[config.mk]
export PLATFORM = sky130hd
export DESIGN_NAME = imuldiv_div_arbiter_flat
export DESIGN_NICKNAME = d
export VERILOG_FILES = /design/src/rtl/imuldiv_div_arbiter_if.sv /design/src/rtl/imuldiv_div_arbiter.sv /design/src/flat_wrapper.sv
export SDC_FILE = /design/constraint.sdc
export NUM_CORES = 1
export LEC_CHECK = 0
export BUFFER_PORTS_ARGS = -buffer_cell sky130_fd_sc_hd__clkbuf_2
export CORE_MARGIN = 2
export CORE_UTILIZATION = 25
export DETAILED_ROUTE_END_ITERATION = 6
export GPL_ROUTABILITY_DRIVEN = 0
export HOLD_SLACK_MARGIN = 0.15
export PLACE_DENSITY = 0.63
export SLEW_MARGIN = 20
export SYNTH_ARGS = -nofsm -noshare
export SYNTH_HDL_FRONTEND = slang
export SYNTH_SLANG_ARGS = --single-unit
[constraint.sdc]
create_clock -name clk -period 2.5 [get_ports clk]
set_input_delay 0.5 -clock clk [delete_from_list [all_inputs] [get_ports clk]]
set_output_delay 0.5 -clock clk [all_outputs]
set_load 0.005 [all_outputs]
[src/rtl/imuldiv_div_arbiter_if.sv]
//----------------------------------------------------------------------------
// imuldiv_div_arbiter_if
//
// Purpose:
//   Bundles every handshake and payload signal around the divide arbiter:
//   the two requester ports (request and response), the request and
//   response channels to the shared iterative divider, and the busy flag.
//
// Modports:
//   slave  - the arbiter's view. It takes requests and divider responses,
//            and drives ready/valid back together with the registered
//            payloads.
//   master - the surrounding environment's view (requesters plus the
//            divider). This is the exact mirror of slave.
//
// Signal summary:
//   reqN_val/reqN_rdy, reqN_msg_fn/a/b   requester N divide request
//   respN_val/respN_rdy                  requester N response handshake
//   resp_msg_result                      shared {remainder, quotient}
//   divreq_val/rdy, divreq_msg_fn/a/b    request to the divider
//   divresp_val/rdy, divresp_msg_result  response from the divider
//   busy                                 an operation is in progress
//----------------------------------------------------------------------------
interface imuldiv_div_arbiter_if;

   logic        req0_val;
   logic        req0_rdy;
   logic        req0_msg_fn;
   logic [31:0] req0_msg_a;
   logic [31:0] req0_msg_b;

   logic        req1_val;
   logic        req1_rdy;
   logic        req1_msg_fn;
   logic [31:0] req1_msg_a;
   logic [31:0] req1_msg_b;

   logic        resp0_val;
   logic        resp0_rdy;
   logic        resp1_val;
   logic        resp1_rdy;
   logic [63:0] resp_msg_result;

   logic        divreq_val;
   logic        divreq_rdy;
   logic        divreq_msg_fn;
   logic [31:0] divreq_msg_a;
   logic [31:0] divreq_msg_b;

   logic        divresp_val;
   logic        divresp_rdy;
   logic [63:0] divresp_msg_result;

   logic        busy;

   // The arbiter's side of the bundle
   modport slave (
      input  req0_val, req0_msg_fn, req0_msg_a, req0_msg_b,
      input  req1_val, req1_msg_fn, req1_msg_a, req1_msg_b,
      output req0_rdy, req1_rdy,
      output resp0_val, resp1_val, resp_msg_result,
      input  resp0_rdy, resp1_rdy,
      output divreq_val, divreq_msg_fn, divreq_msg_a, divreq_msg_b,
      input  divreq_rdy,
      input  divresp_val, divresp_msg_result,
      output divresp_rdy,
      output busy
   );

   // The environment's side of the bundle (requesters and divider)
   modport master (
      output req0_val, req0_msg_fn, req0_msg_a, req0_msg_b,
      output req1_val, req1_msg_fn, req1_msg_a, req1_msg_b,
      input  req0_rdy, req1_rdy,
      input  resp0_val, resp1_val, resp_msg_result,
      output resp0_rdy, resp1_rdy,
      input  divreq_val, divreq_msg_fn, divreq_msg_a, divreq_msg_b,
      output divreq_rdy,
      output divresp_val, divresp_msg_result,
      input  divresp_rdy,
      input  busy
   );

endinterface

[src/rtl/imuldiv_div_arbiter.sv]
//----------------------------------------------------------------------------
// imuldiv_div_arbiter
//
// Purpose:
//   Shares one iterative divider between two requesters. Requests are
//   arbitrated round-robin. The winner's operands are registered and sent
//   to the divider, and the divider's result is registered and returned to
//   the winner. Only one operation is in flight at any time, and no new
//   request is taken until the previous response has been delivered.
//
// Parameters:
//   PRIO_INIT  requester index (0 or 1) that holds priority after reset.
//
// Ports:
//   clk        rising-edge clock for all state.
//   reset      synchronous, active-low reset.
//   div_reset  active-high reset for the divider (inverted reset), so the
//              divider drops any in-flight work in the same cycle.
//   bus        imuldiv_div_arbiter_if.slave with all requester and
//              divider handshakes.
//----------------------------------------------------------------------------
module imuldiv_div_arbiter #(
   parameter int unsigned PRIO_INIT = 0
) (
   input  logic clk,
   input  logic reset,
   output logic div_reset,
   imuldiv_div_arbiter_if.slave bus
);

   // One operation walks IDLE -> ISSUE -> WAIT -> RESP -> IDLE
   typedef enum logic [1:0] {
      ST_IDLE  = 2'd0,
      ST_ISSUE = 2'd1,
      ST_WAIT  = 2'd2,
      ST_RESP  = 2'd3
   } state_t;

   localparam logic PRIO_RESET = PRIO_INIT[0];

   state_t      state_q;
   state_t      state_d;

   logic        prio_q;
   logic        owner_q;
   logic        fn_q;
   logic [31:0] a_q;
   logic [31:0] b_q;
   logic [63:0] result_q;

   logic        grant0;
   logic        grant1;
   logic        owner_resp_rdy;

   // The owner's response-ready, selected so that RESP can wait on the
   // single requester that is being served.
   assign owner_resp_rdy = owner_q ? bus.resp1_rdy : bus.resp0_rdy;

   // Next-state and grant logic. Grants exist only in IDLE. A lone valid
   // requester wins outright. When both are valid the priority holder
   // wins. A requester that drops valid before it is granted leaves no
   // trace, because nothing is latched until a grant occurs.
   always_comb begin
      state_d = state_q;
      grant0  = 1'b0;
      grant1  = 1'b0;
      case (state_q)
         ST_IDLE: begin
            grant0 = bus.req0_val && (!bus.req1_val || !prio_q);
            grant1 = bus.req1_val && (!bus.req0_val ||  prio_q);
            if (grant0 || grant1) begin
               state_d = ST_ISSUE;
            end
         end
         ST_ISSUE: begin
            if (bus.divreq_rdy) begin
               state_d = ST_WAIT;
            end
         end
         ST_WAIT: begin
            if (bus.divresp_val) begin
               state_d = ST_RESP;
            end
         end
         ST_RESP: begin
            if (owner_resp_rdy) begin
               state_d = ST_IDLE;
            end
         end
         default: begin
            state_d = ST_IDLE;
         end
      endcase
   end

   // State register. A reset in any state, including mid-WAIT, abandons
   // the current operation and returns to IDLE without a response.
   always_ff @(posedge clk) begin
      if (!reset) begin
         state_q <= ST_IDLE;
      end else begin
         state_q <= state_d;
      end
   end

   // Datapath registers. On a grant, the winner's payload and id are
   // captured and priority passes to the other requester. Priority moves
   // only here, so a requester that loses or withdraws keeps its claim.
   // The divider result is captured on the WAIT handshake and is then held
   // for as long as the owner keeps its response stalled.
   always_ff @(posedge clk) begin
      if (!reset) begin
         prio_q   <= PRIO_RESET;
         owner_q  <= 1'b0;
         fn_q     <= 1'b0;
         a_q      <= 32'd0;
         b_q      <= 32'd0;
         result_q <= 64'd0;
      end else begin
         if (grant0 || grant1) begin
            owner_q <= grant1;
            prio_q  <= grant0;
            fn_q    <= grant1 ? bus.req1_msg_fn : bus.req0_msg_fn;
            a_q     <= grant1 ? bus.req1_msg_a  : bus.req0_msg_a;
            b_q     <= grant1 ? bus.req1_msg_b  : bus.req0_msg_b;
         end
         if (state_q == ST_WAIT && bus.divresp_val) begin
            result_q <= bus.divresp_msg_result;
         end
      end
   end

   // Requester-ready is the only output that depends on inputs. Everything
   // else comes from state and registers, so downstream timing stays clean.
   assign bus.req0_rdy = grant0;
   assign bus.req1_rdy = grant1;

   assign bus.divreq_val    = (state_q == ST_ISSUE);
   assign bus.divreq_msg_fn = fn_q;
   assign bus.divreq_msg_a  = a_q;
   assign bus.divreq_msg_b  = b_q;

   assign bus.divresp_rdy = (state_q == ST_WAIT);

   assign bus.resp0_val       = (state_q == ST_RESP) && !owner_q;
   assign bus.resp1_val       = (state_q == ST_RESP) &&  owner_q;
   assign bus.resp_msg_result = result_q;

   assign bus.busy  = (state_q != ST_IDLE);
   assign div_reset = ~reset;

endmodule

[src/flat_wrapper.sv]
// flat-port wrapper written by rule: the top's interface ports become plain ports
module imuldiv_div_arbiter_flat 
#(
   parameter int unsigned PRIO_INIT = 0
)
  (clk, reset, div_reset, bus_req0_val, bus_req0_msg_fn, bus_req0_msg_a, bus_req0_msg_b, bus_req1_val, bus_req1_msg_fn, bus_req1_msg_a, bus_req1_msg_b, bus_req0_rdy, bus_req1_rdy, bus_resp0_val, bus_resp1_val, bus_resp_msg_result, bus_resp0_rdy, bus_resp1_rdy, bus_divreq_val, bus_divreq_msg_fn, bus_divreq_msg_a, bus_divreq_msg_b, bus_divreq_rdy, bus_divresp_val, bus_divresp_msg_result, bus_divresp_rdy, bus_busy);
  imuldiv_div_arbiter_if bus_i ();
  input  logic clk;
  input  logic reset;
  output logic div_reset;
  input wire logic [$bits(bus_i.req0_val)-1:0] bus_req0_val;
  input wire logic [$bits(bus_i.req0_msg_fn)-1:0] bus_req0_msg_fn;
  input wire logic [$bits(bus_i.req0_msg_a)-1:0] bus_req0_msg_a;
  input wire logic [$bits(bus_i.req0_msg_b)-1:0] bus_req0_msg_b;
  input wire logic [$bits(bus_i.req1_val)-1:0] bus_req1_val;
  input wire logic [$bits(bus_i.req1_msg_fn)-1:0] bus_req1_msg_fn;
  input wire logic [$bits(bus_i.req1_msg_a)-1:0] bus_req1_msg_a;
  input wire logic [$bits(bus_i.req1_msg_b)-1:0] bus_req1_msg_b;
  output wire logic [$bits(bus_i.req0_rdy)-1:0] bus_req0_rdy;
  output wire logic [$bits(bus_i.req1_rdy)-1:0] bus_req1_rdy;
  output wire logic [$bits(bus_i.resp0_val)-1:0] bus_resp0_val;
  output wire logic [$bits(bus_i.resp1_val)-1:0] bus_resp1_val;
  output wire logic [$bits(bus_i.resp_msg_result)-1:0] bus_resp_msg_result;
  input wire logic [$bits(bus_i.resp0_rdy)-1:0] bus_resp0_rdy;
  input wire logic [$bits(bus_i.resp1_rdy)-1:0] bus_resp1_rdy;
  output wire logic [$bits(bus_i.divreq_val)-1:0] bus_divreq_val;
  output wire logic [$bits(bus_i.divreq_msg_fn)-1:0] bus_divreq_msg_fn;
  output wire logic [$bits(bus_i.divreq_msg_a)-1:0] bus_divreq_msg_a;
  output wire logic [$bits(bus_i.divreq_msg_b)-1:0] bus_divreq_msg_b;
  input wire logic [$bits(bus_i.divreq_rdy)-1:0] bus_divreq_rdy;
  input wire logic [$bits(bus_i.divresp_val)-1:0] bus_divresp_val;
  input wire logic [$bits(bus_i.divresp_msg_result)-1:0] bus_divresp_msg_result;
  output wire logic [$bits(bus_i.divresp_rdy)-1:0] bus_divresp_rdy;
  output wire logic [$bits(bus_i.busy)-1:0] bus_busy;
  assign bus_i.req0_val = bus_req0_val;
  assign bus_i.req0_msg_fn = bus_req0_msg_fn;
  assign bus_i.req0_msg_a = bus_req0_msg_a;
  assign bus_i.req0_msg_b = bus_req0_msg_b;
  assign bus_i.req1_val = bus_req1_val;
  assign bus_i.req1_msg_fn = bus_req1_msg_fn;
  assign bus_i.req1_msg_a = bus_req1_msg_a;
  assign bus_i.req1_msg_b = bus_req1_msg_b;
  assign bus_req0_rdy = bus_i.req0_rdy;
  assign bus_req1_rdy = bus_i.req1_rdy;
  assign bus_resp0_val = bus_i.resp0_val;
  assign bus_resp1_val = bus_i.resp1_val;
  assign bus_resp_msg_result = bus_i.resp_msg_result;
  assign bus_i.resp0_rdy = bus_resp0_rdy;
  assign bus_i.resp1_rdy = bus_resp1_rdy;
  assign bus_divreq_val = bus_i.divreq_val;
  assign bus_divreq_msg_fn = bus_i.divreq_msg_fn;
  assign bus_divreq_msg_a = bus_i.divreq_msg_a;
  assign bus_divreq_msg_b = bus_i.divreq_msg_b;
  assign bus_i.divreq_rdy = bus_divreq_rdy;
  assign bus_i.divresp_val = bus_divresp_val;
  assign bus_i.divresp_msg_result = bus_divresp_msg_result;
  assign bus_divresp_rdy = bus_i.divresp_rdy;
  assign bus_busy = bus_i.busy;
  imuldiv_div_arbiter #(.PRIO_INIT(PRIO_INIT)) u_core (.clk(clk), .reset(reset), .div_reset(div_reset), .bus(bus_i));
endmodule
==> summary.md, run 1 <==
| Metric | Value |
|---|---|
| RSZ-0062 raised after global routing | no |
| PortBufs | 338 |
| Synth-to-layout area growth | 51.14% |
| Setup Skew | 7.862 ps |
| Commonest non-fill, non-tap cells in the layout | clkbuf_2 (338), nand2_1 (134), dfxtp_1 (133) |
| Clock slew at the register clock pins of the worst setup and hold paths | 60 ps |
| Slowest stage delay, CP | 340 ps |
| Slew @ Worst Pin | 536.4 ps |
| Mapped Area | 5229 um^2 |
| DRC | 0 |
| Setup WS post-layout | 510.1 ps |
| Synth top area cells | dfxtp_1 (51%), mux2i_1 (13%), a21oi_1 (13%), nand2_1 (9.7%), o21ai_0 (6.3%) |
| Hold Buf Count CTS | 0 |
| Vias in the first global route | 5148 |
| Post-synth cell types | 19 |
| Clk sinks | 133 |
| CP delay by family, top | flip-flops |
| Max-cap viol count | 0 |
| Root Buffer Master | clkbuf_16 |
| Leakage power | 3.655 nW |
| Largest net degree at the start of global routing | 67 |
| Routed Antenna Nets | 0 |
| Die width | 148.6 um |
| 1st-iter DRT viols | 112 |
| CTS HTree Levels | 4 |
| Setup CP Type | register to output port |
| Register bit count reported by yosys | 133 |
| Startpoint Class | register |
| CP cell instances | inv_1, ha_1, nand2_1, a21o_1, inv_1, clkbuf_2 |
| Chip Height | 148.6 um |
| Core area | 20360 um^2 |
| Crit path top cell by count | inv_1 |
| Syn nets | 813 |
| First-pass GRT wire length | 24900 um |
| Synth Instances | 606 |
| PostCTS Resize Cnt | 0 |
| Total number of yosys warnings | 0 |
| PwrDens | 980.8 nW/um^2 |
| Final wirelength | 16230 um |
| Clock Path Buffers | 2 |
| Via count | 5316 |
| Layout cells sized above 1 | 41.61% |
| # rows | 52 |
| Worst skew pair latency | 410 ps |
| Critical Path Fanout Max | 4 |
| Final Core Density | 38.81% |
| Critical Path Sink Type | output port |
| Avg Synthesized Cell Area | 8.628 um^2 |
| Num CTS Buffers | 17 |
| Final setup vio count | 0 |
| Setup bufs post-CTS | 1 |
| Critical path's slowest cell | dfxtp_1 |
| Tcrit/Tclk final | 79.60% |
| Area share of the largest cell type after synthesis | 50.92% |
| Worst EP arrival | 1490 ps |
| Place WS | 448.4 ps |
| Peak VDD IR | 0.0004708 V |
| Reg-to-reg startpoint | u_core.state_q[1] |
| Post-synth top area cell | dfxtp_1 |
| CTS tree | done |
| Nets | 1143 |
| Max Fclk | 502.5 MHz |
| DP Wirelength | 11930 um |
| Final min period | 1990 ps |
| Starting Density | 25.68% |
| Final Slew Violations | 0 |
| Setup TNS | 0 ps |
| Initial antenna violation count | 1 |
| Hold Crit Class | input pin to register |
| Hold Violations, Final | 0 |
| Sequential-to-total area share from yosys stat | 50.92% |
| Commonest non-fill, non-tap cell in the layout | clkbuf_2 |
| Fillers | 2105 |
| Total gr overflow | 0 |
| Worst slew margin | 64.15% |
| Worst Path Buf+Inv | 3 |
| Avg Vias per Cell | 4.365 |
| I/O pin count | 339 |
| Total die area | 22090 um^2 |
| Global Route Usage Sum | 14.15% |
| Hold Crit Start | bus_divresp_msg_result[14] |
| Status | complete, no violations |
| Worst Path Required | 2000 ps |
| CP Launch Point | u_core.state_q[1] |
| WL/cell | 13.33 um |
| Drt pass-1 iters | 4 |
-- final timing paths --
kind | end | slack, ps | cells past startpoint
setup / recovery | bus_req0_rdy | 510 | 6
hold reg to reg | u_core.bus.resp_msg_result[12] | 450 | 2
hold / removal | u_core.bus.resp_msg_result[14] | 310 | 3
setup reg to reg | u_core.bus.divreq_msg_a[0] | 560 | 7
-- area by class of cell --
| cell class | instances | area (um^2) | share of cell area (%) |
|---|---|---|---|
| tap | 270 | 337.8 | 4.275 |
| inverter | 10 | 37.54 | 0.4750 |
| clock inverter | 11 | 173.9 | 2.201 |
| timing repair buffer | 359 | 1924 | 24.35 |
| antenna | 1 | 2.502 | 0.03167 |
| clock buffer | 19 | 452.9 | 5.731 |
| multi-input combinational | 415 | 2311 | 29.24 |
| sequential | 133 | 2663 | 33.69 |
-- where the power goes --
part	total, mW	switching (mW)	internal [mW]
sequential	2.90	0.262	2.64
combinational	2.17	1.15	1.02
clock	2.68	0.959	1.72
total	7.75	2.37	5.38
-- registers in the layout (all words and copies together) (netlist names) --
register / flops
u_core.prio_q: 1
u_core.bus.divreq_msg_fn: 1
u_core.bus.resp_msg_result: 64
u_core.owner_q: 1
u_core.bus.divreq_msg_a: 32
u_core.bus.divreq_msg_b: 32
u_core.state_q: 2
-- worst min-delay path, stage by stage --
cell      delay (ps)
clkbuf_2          80
nand2_1           40
a21oi_1           50
-- synth_stat cells, drive strengths merged --
cell type	n
and2	1
mux2i	67
nor2	5
o21ai	66
a21o	1
clkbuf	24
nand2b	1
dfxtp	133
ha	5
o221ai	1
buf	24
a222oi	1
inv	10
nand2	135
a21oi	132
-- layer usage --
layer	vias up	wire length (um)	part of all wire (%)	track usage, %
li1	2722	-	-	-
met1	2355	6476	40	15.65
met2	229	8058	50	25.30
met3	10	1521	9.4	5.429
met4	0	174	1.1	3.952
met5	-	0	0	0
-- metrics by stage --
| stage | std cells | instance area (um^2) | hold WS, ps | power, mW |
|---|---|---|---|---|
| floorplan | 606 | 5229 | 452.7 | 4.066 |
| global route | 1218 | 7903 | 288.0 | 8.242 |
| global placement | 1186 | 7266 | 440.8 | 5.104 |
| finish | 1218 | 7903 | 308.8 | 7.751 |
| CTS | 1217 | 7900 | 283.8 | 7.875 |
| detailed placement | 1186 | 7266 | 446.2 | 5.133 |
-- kinds of logic after synthesis --
| logic type | synth area share, % |
|---|---|
| buffers and inverters | 5.241 |
| and+or+nand+nor | 10.29 |
| AOI/OAI and AO/OA | 19.53 |
| DFF | 50.92 |
| muxes | 12.83 |
| adders and majority gates | 1.196 |
No activity file was read; power rests on OpenSTA's default activity.
==> inputs of run 2 (changes only) <==
- clock period: 2.5 -> 2.1 ns (I/O delays scaled with it)
==> summary.md, run 2 (same netlist as run 1, synthesis figures left out) <==
| Metric | Value |
|---|---|
| Sequential Power Share | 38.5% (+1.0 points) |
| Final Slew Violations | 0 (unchanged) |
| Total gr overflow | 0 (unchanged) |
| Combinational power share | 28.4% (+0.4 points) |
| DP Wirelength | 12290 um (+3.0%) |
| Max-cap viol count | 0 (unchanged) |
| Die width | 148.6 um (unchanged) |
| Final setup vio count | 0 (unchanged) |
| Core area | 20360 um^2 (unchanged) |
| First-pass GRT wire length | 24960 um (+0.25%) |
| Design Area, Final | 7876 um^2 (-0.33%) |
| Tcrit/Tclk final | 94.38% |
| Avg Vias per Cell | 4.409 (+1.0%) |
| CTS HTree Levels | 4 (unchanged) |
| P_int | 6.134 mW (+14%) |
| Total die area | 22090 um^2 (unchanged) |
| # rows | 52 (unchanged) |
| Nets | 1140 (-0.26%) |
| Hold Violations, Final | 0 (unchanged) |
| Slew @ Worst Pin | 595.1 ps (+58.70 ps) |
| Fillers | 2106 (+0.048%) |
| Place WS | 304.2 ps (-144.1 ps) |
| Setup TNS | 0 ps (unchanged) |
| Setup CP Type | register to output port |
| Clock Path Buffers | 2 (unchanged) |
| Routed Antenna Nets | 0 (unchanged) |
| Worst skew pair latency | 410 ps (about the same) |
| Vias in the first global route | 5066 (-1.6%) |
| Chip Height | 148.6 um (unchanged) |
| CTS tree | done |
| Starting Density | 25.68% (unchanged) |
| Final min period | 1982 ps |
| Root Buffer Master | clkbuf_16 |
| RSZ-0062 raised after global routing | no |
| Switching portion of total power | 31.66% (+1.1 points) |
| DP Area | 7261 um^2 (about the same) |
| Status | complete, no violations |
| Setup WS post-layout | 118.0 ps (-392.1 ps) |
| Layout Cells excl Fill | 1217 (-0.082%) |
| P_sw | 2.842 mW (+20%) |
| Commonest non-fill, non-tap cells in the layout | clkbuf_2 (338), nand2_1 (134), dfxtp_1 (133) |
| Commonest non-fill, non-tap cell in the layout | clkbuf_2 |
| I/O pin count | 339 (unchanged) |
| Peak VDD IR | 0.0004323 V (-8.2%) |
| Drt pass-1 iters | 4 (unchanged) |
| Critical Path Sink Type | output port |
| Final wirelength | 16250 um (+0.15%) |
| Global Route Usage Sum | 14.35% (+0.20 points) |
| PwrDens | 1140 nW/um^2 (+16%) |
| Critical Path Fanout Max | 4 (unchanged) |
| Leakage power | 3.630 nW (-0.69%) |
| Via count | 5366 (+0.94%) |
| Initial antenna violation count | 1 (unchanged) |
| Setup slack, reg-to-reg | 210 ps (-350 ps) |
| Max FFs per register | 64 (unchanged) |
| WL/cell | 13.36 um (+0.23%) |
| Hold Buf Count CTS | 0 (unchanged) |
| 1st-iter DRT viols | 154 (+38%) |
| Clk sinks | 133 (unchanged) |
| Largest net degree at the start of global routing | 95 (+42%) |
| DRC | 0 (unchanged) |
| Worst Path Required | 1680 ps (-320 ps) |
| Clk pwr share | 33.1% (-1.4 points) |
| Num CTS Buffers | 17 (unchanged) |
| Setup Skew | 8.268 ps (+0.4059 ps) |
| Clock slew at the register clock pins of the worst setup and hold paths | 60 ps (about the same) |
| Synth-to-layout area growth | 50.63% |
| Startpoint Class | register |
| Layout cells sized above 1 | 41.44% (-0.17 points) |
| PortBufs | 338 (unchanged) |
| Max Fclk | 504.5 MHz |
| Dpl cells | 1182 (-0.34%) |
| Hold Crit Class | input pin to register |
| Worst slew margin | 60.32% (-3.8 points) |
| Worst EP arrival | 1560 ps (+70 ps) |
## run 2: cell types whose count changed in the layout (fill, tap and decap cells not counted)
cell        before  now
buf_12           6    8
buf_4           15    9
buf_8            0    1
bufinv_16        4    2
clkbuf_1         0    1
clkbuf_8         2    1
clkinv_4         1    3
clkinvlp_4       3    4
inv_6            2    3
## run 2: worst max-delay path, stage by stage, from the launching register on
cell and delay, ps:
dfxtp_1 340, inv_1 110, ha_1 220, nand2_1 130
a21oi_4 150, buf_8 120, clkbuf_2 100
## run 2: power groups by stage
stage	Clock (mW)	Sequential (mW)	Combinational, mW
floorplan	0	3.53	1.31
global placement	0	3.49	2.54
detailed placement	0	3.49	2.57
CTS	3.08	3.46	2.59
global route	3.18	3.54	2.85
finish	2.97	3.46	2.55
## run 2: per-stage QoR
stage	hold WS [ps]	power (mW)	util [%]
6_report	227.2	8.976	38.68
5_1_grt	207.1	9.571	38.68
4_1_cts	201.3	9.131	38.63
3_5_place_dp	446.0	6.063	35.65
3_3_place_gp	441.0	6.033	35.65
2_1_floorplan	452.7	4.841	-
## run 2: what timing repair did
action                                  in CTS  in global routing
endpoints found under the hold margin        0                  0
resized for setup                            2                  0
setup buffers                                1                  1
endpoints found under the setup margin       1                  1
## run 2: layer usage
layer / track usage [%] / up-vias / wire [um]
met2: 25.37 / 233 / 8047
met5: 0 / - / 0
met4: 4.571 / 0 / 221
met3: 4.969 / 14 / 1380
met1: 16.21 / 2392 / 6605
li1: - / 2727 / -
## run 2: path summary, 6_finish.rpt
| kind | from | endpoint | depth (start not counted) |
|---|---|---|---|
| max reg2reg | u_core.state_q[0] | u_core.bus.divreq_msg_a[9] | 9 |
| min | bus_divresp_msg_result[27] | u_core.bus.resp_msg_result[27] | 3 |
| max | u_core.state_q[0] | bus_req1_rdy | 6 |
| min reg2reg | u_core.bus.resp_msg_result[10] | u_core.bus.resp_msg_result[10] | 2 |
## run 2: final cells by class
cell class,count,area (um^2),area share (%)
diodes,1,2.502,0.03177
clock buffers,19,442.9,5.624
clock inverters,13,147.6,1.875
inverters,10,37.54,0.4766
multi-input cells,415,2311,29.34
flip-flops and latches,133,2663,33.80
well taps,270,337.8,4.289
repair buffers,356,1934,24.56
